**src/rtl/alu_exec_stage.sv**
```systemverilog
// Sequential ALU execute stage: latches op/A/B on a valid/ready accept, computes plain ops in
// one cycle and shifts one bit per cycle, then holds C/zero/carry until writeback takes them.
module alu_exec_stage #(
  parameter int unsigned WIDTH = 8,
  parameter int unsigned SHW   = 3
) (
  input  logic             clk,
  input  logic             rst,
  input  logic             in_valid,
  output logic             in_ready,
  input  logic [2:0]       op,
  input  logic [WIDTH-1:0] A,
  input  logic [WIDTH-1:0] B,
  output logic             out_valid,
  input  logic             out_ready,
  output logic [WIDTH-1:0] C,
  output logic             zero,
  output logic             carry
);

  localparam int unsigned EW = WIDTH + 1;

  localparam logic [2:0] OP_ADD = 3'b000;
  localparam logic [2:0] OP_SUB = 3'b001;
  localparam logic [2:0] OP_AND = 3'b010;
  localparam logic [2:0] OP_OR  = 3'b011;
  localparam logic [2:0] OP_XOR = 3'b100;
  localparam logic [2:0] OP_NOT = 3'b101;
  localparam logic [2:0] OP_SHL = 3'b110;
  localparam logic [2:0] OP_SHR = 3'b111;

  typedef enum logic [1:0] {
    IDLE  = 2'd0,
    SHIFT = 2'd1,
    DONE  = 2'd2
  } state_e;

  state_e           state_q;
  logic [WIDTH-1:0] c_q;
  logic             zero_q;
  logic             carry_q;
  logic [SHW-1:0]   cnt_q;
  logic             shl_q;

  logic             accept_c;
  logic             is_shift_c;
  logic [SHW-1:0]   shamt_c;
  logic [EW-1:0]    sum_c;
  logic [EW-1:0]    diff_c;
  logic [WIDTH-1:0] res_c;
  logic             cy_c;
  logic [WIDTH-1:0] shift_nxt_c;
  logic             shift_out_c;

  assign in_ready   = (state_q == IDLE) || ((state_q == DONE) && out_ready);
  assign out_valid  = (state_q == DONE);
  assign C          = c_q;
  assign zero       = zero_q;
  assign carry      = carry_q;

  assign accept_c   = in_valid && in_ready;
  assign is_shift_c = (op == OP_SHL) || (op == OP_SHR);
  assign shamt_c    = B[SHW-1:0];

  // Single-cycle result; a shift by zero passes A through with no carry.
  always_comb begin
    sum_c  = {1'b0, A} + {1'b0, B};
    diff_c = {1'b0, A} - {1'b0, B};
    res_c  = '0;
    cy_c   = 1'b0;
    case (op)
      OP_ADD: begin res_c = sum_c[WIDTH-1:0];  cy_c = sum_c[WIDTH];  end
      OP_SUB: begin res_c = diff_c[WIDTH-1:0]; cy_c = diff_c[WIDTH]; end
      OP_AND: res_c = A & B;
      OP_OR:  res_c = A | B;
      OP_XOR: res_c = A ^ B;
      OP_NOT: res_c = ~A;
      OP_SHL: res_c = A;
      OP_SHR: res_c = A;
      default: res_c = '0;
    endcase
  end

  // One-bit step of the working register (C doubles as the shift register).
  always_comb begin
    shift_nxt_c = '0;
    shift_out_c = 1'b0;
    if (shl_q) begin
      shift_nxt_c = {c_q[WIDTH-2:0], 1'b0};
      shift_out_c = c_q[WIDTH-1];
    end else begin
      shift_nxt_c = {1'b0, c_q[WIDTH-1:1]};
      shift_out_c = c_q[0];
    end
  end

  always_ff @(posedge clk) begin
    if (rst) begin
      state_q <= IDLE;
      c_q     <= '0;
      zero_q  <= 1'b0;
      carry_q <= 1'b0;
      cnt_q   <= '0;
      shl_q   <= 1'b0;
    end else if (state_q == SHIFT) begin
      c_q     <= shift_nxt_c;
      carry_q <= shift_out_c;
      cnt_q   <= cnt_q - SHW'(1);
      if (cnt_q == SHW'(1)) begin
        state_q <= DONE;
        zero_q  <= (shift_nxt_c == '0);
      end
    end else if (accept_c) begin
      if (is_shift_c && (shamt_c != '0)) begin
        state_q <= SHIFT;
        c_q     <= A;
        zero_q  <= 1'b0;
        carry_q <= 1'b0;
        cnt_q   <= shamt_c;
        shl_q   <= (op == OP_SHL);
      end else begin
        state_q <= DONE;
        c_q     <= res_c;
        zero_q  <= (res_c == '0);
        carry_q <= cy_c;
      end
    end else if ((state_q == DONE) && out_ready) begin
      state_q <= IDLE;
    end
  end

endmodule
```
**config.mk**
```make
export PLATFORM = sky130hd
export DESIGN_NAME = alu_exec_stage
export DESIGN_NICKNAME = d
export VERILOG_FILES = /design/src/rtl/alu_exec_stage.sv
export SDC_FILE = /design/constraint.sdc
export NUM_CORES = 1
export LEC_CHECK = 0
export ABC_CLOCK_PERIOD_IN_PS = 3300
export BUFFER_PORTS_ARGS = -buffer_cell sky130_fd_sc_hd__buf_4
export CORE_MARGIN = 2
export CORE_UTILIZATION = 50
export CTS_CLUSTER_SIZE = 30
export DETAILED_ROUTE_END_ITERATION = 8
export PLACE_DENSITY = 0.72
export SLEW_MARGIN = 20
export SYNTH_ARGS = -nofsm -noshare
export SYNTH_HDL_FRONTEND = slang
export SYNTH_SLANG_ARGS = --single-unit
```
**constraint.sdc**
```tcl
create_clock -name clk -period 3.3 [get_ports clk]
set_input_delay 0.165 -clock clk [delete_from_list [all_inputs] [get_ports clk]]
set_output_delay 0.165 -clock clk [all_outputs]
set_load 0.005 [all_outputs]
```
==> results.yml <==
run_status:
  status: "complete, no violations"
floorplanning:
  rows: 24
  dieArea_sq_um: 5120
  coreArea_sq_um: 4380
  start_util: 0.521
  dieHeight_um: 71.6
  die_x_um: 71.6
  io_pins: 35
cts:
  numCtsBuffers: 3
  cts_max_path_buffers: 2
  cts.sinks: 16
  path_clk_slew_ns: 0.06
  clkLatencyLatePin_ns: 0.25
  cts_max_level: 1
  cts_setup_buffers: 0
  cts_root_buffer: "clkbuf_8"
  cts_hold_buf: 0
  cts_resized: 0
  cts_tree: "built"
global_route:
  grt_max_degree: 26
  antenna_found_initial: 0
  grt-ovfl-total: 0
  grt_pass1_wl_um: 9990
  grt_pass1_vias: 2062
  track_usage: 0.243
routing:
  postRouteAntennaNets: 0
  drc: 0
  drtPass1Iterations: 5
  wl_per_cell_um: 16.7
  viasPerCell: 6.24
  drt-total-wl_um: 6120
  vias: 2290
  drt_iter0_drc: 192
placement:
  io_buffers: 34
  dp.cells: 363
  hpwl_um: 4670
  place_congestion: 0.875
setup_path:
  critPathArrivalTime_ns: 2.50
  crit_fanout: 3
  start_kind: "input port"
  path_cells: "buf_4, inv_1, ha_1, fa_1, o21bai_2, a21oi_1, xnor2_1, mux2_2, mux4_2, o221ai_1, nor2b_1"
  critPathSlowestCell: "mux4_2"
  crit_type: "input port to flop"
  path_buf_inv: 2
  path_delay_family: "multiplexers"
  crit_path_max_incr_delay_ns: 0.51
  cp-end-kind: "flop"
  required_ns: 3.49
sta:
  tightestPinTransition_ns: 0.712
  fmax_ghz: 0.434
  rsz0062_at_grt: "false"
  fin_crit_ns: 2.30
  finalCritPeriodShare: 0.698
  timing_hold_violations_final: 0
  slew_headroom: 0.522
  report.final.slew_viol_count: 0
  finalSetupTns_ns: 0
  clock_skew_ns: 0.00256
  setup_viol: 0
synth:
  synthTopCellsByArea: "ha_1, dfxtp_1, a21oi_1"
  yosys_warnings: 0
  syn-num-nets: 344
  ys_top_cells_by_count: "inv_1, a21oi_1, nor2_1"
  synth_top_area_share: 0.143
  syn-cell-area_sq_um: 2280
  postSynthCellCount: 293
  synth_cell_types: 73
  yosysMostFrequentCell: "inv_1"
  synth_edf_count: 0
  async_reset_ff_frac: 0
  ys_seq_area_frac: 0.140
  avgSynthCellArea_sq_um: 7.79
  ys_seq_elements: 16
  synth-main-ff-cell: "dfxtp_1"
  yosysTopAreaCell: "ha_1"
layout:
  fill_cells: 419
  final_util: 0.576
  antennaDiodeCount: 0
  drive_gt1_frac: 0.171
  synthToLayoutAreaGrowth_pct: 10.6
  layout.cells.non_filler: 367
  layout.nets: 367
pwr:
  leakage_nw: 1.10
  powerDensity_nw_per_um2: 299
  vdd_drop_max_v: 0.000207
run:
  max-cap-violations: 0
worst_hold_path:
  hold_class: "input port to flop"
-- per-layer routing --
layer	vias up	share of wire	track usage
met2	90	0.47	0.386
met3	7	0.068	0.0380
li1	1116	-	-
met4	0	0.0047	0.0398
met1	1077	0.46	0.354
met5	-	0	0
-- where the power goes --
| part | switching (mW) | internal, mW |
|---|---|---|
| clock network | 0.0708 | 0.106 |
| registers | 0.0215 | 0.209 |
| logic | 0.194 | 0.152 |
-- cell usage in the layout, fill, tap and decap left out, types with 2 or more instances in the layout --
| cell type | Yosys | routed |
|---|---|---|
| a211oi_1 | 3 | 3 |
| a21oi_1 | 27 | 27 |
| a221oi_1 | 4 | 4 |
| a22oi_1 | 3 | 3 |
| a311oi_1 | 3 | 3 |
| a31oi_1 | 3 | 3 |
| a32oi_1 | 2 | 2 |
| buf_4 | 2 | 34 |
| clkbuf_8 | 1 | 4 |
| dfxtp_1 | 16 | 16 |
| fa_1 | 2 | 2 |
| ha_1 | 26 | 26 |
| inv_1 | 28 | 28 |
| inv_4 | 2 | 2 |
| mux2_2 | 2 | 2 |
| mux2i_1 | 10 | 10 |
| nand2_1 | 17 | 17 |
| nand2b_1 | 9 | 9 |
| nand3_1 | 8 | 8 |
| nand4_1 | 2 | 2 |
| nor2_1 | 27 | 27 |
| nor2b_1 | 9 | 9 |
| nor3_1 | 5 | 5 |
| o2111ai_1 | 2 | 2 |
| o211a_1 | 2 | 2 |
| o211ai_1 | 3 | 3 |
| o21ai_0 | 5 | 5 |
| o21ai_1 | 6 | 6 |
| o21bai_1 | 2 | 2 |
| o221ai_1 | 6 | 6 |
| o311ai_0 | 2 | 2 |
| xnor2_1 | 5 | 5 |
| xor2_1 | 2 | 2 |
-- cell type report --
class | count | area [sq um] | share of cell area
clock buffers | 4 | 55.1 | 0.0218
inverters | 31 | 121 | 0.0481
multi-input cells | 230 | 1710 | 0.676
flip-flops and latches | 16 | 320 | 0.127
well taps | 52 | 65.1 | 0.0258
repair buffers | 34 | 255 | 0.101
-- stage by stage --
step / area, sq um / hold WS [ns] / power [mW] / worst slack, ns
floorplan: 2280 / 0.261 / 0.478 / 1.08
global placement: 2470 / 0.375 / 0.567 / 0.840
detailed placement: 2470 / 0.386 / 0.573 / 0.746
CTS: 2520 / 0.112 / 0.751 / 1.01
global route: 2520 / 0.115 / 0.804 / 0.901
finish: 2520 / 0.114 / 0.754 / 0.996
-- worst paths after layout --
kind,startpoint,to,slack [ns],depth (start not counted)
setup / recovery,A[0],C[4],1.0,11
hold / removal,out_ready,state_q[1],0.11,2
setup reg to reg,shl_q,zero,1.37,6
hold reg to reg,cnt_q[0],cnt_q[0],0.51,2
-- cells by family (layout without fill, tap and decap cells) --
group	count (synthesis)	count (layout)	synth area share
AND/OR/NAND/NOR	86	86	0.186
adder cells (fa/ha/maj)	28	28	0.160
XOR/XNOR	7	7	0.0269
buffers and inverters	47	69	0.111
multiplexers	13	13	0.0636
flip-flops	16	16	0.140
AO/OA/AOI/OAI	96	96	0.312
-- registers in the layout, indices dropped and copies added (netlist names) --
register	cells
carry	1
C	8
zero	1
shl_q	1
cnt_q	3
state_q	2
(Power assumes the default switching activity.)
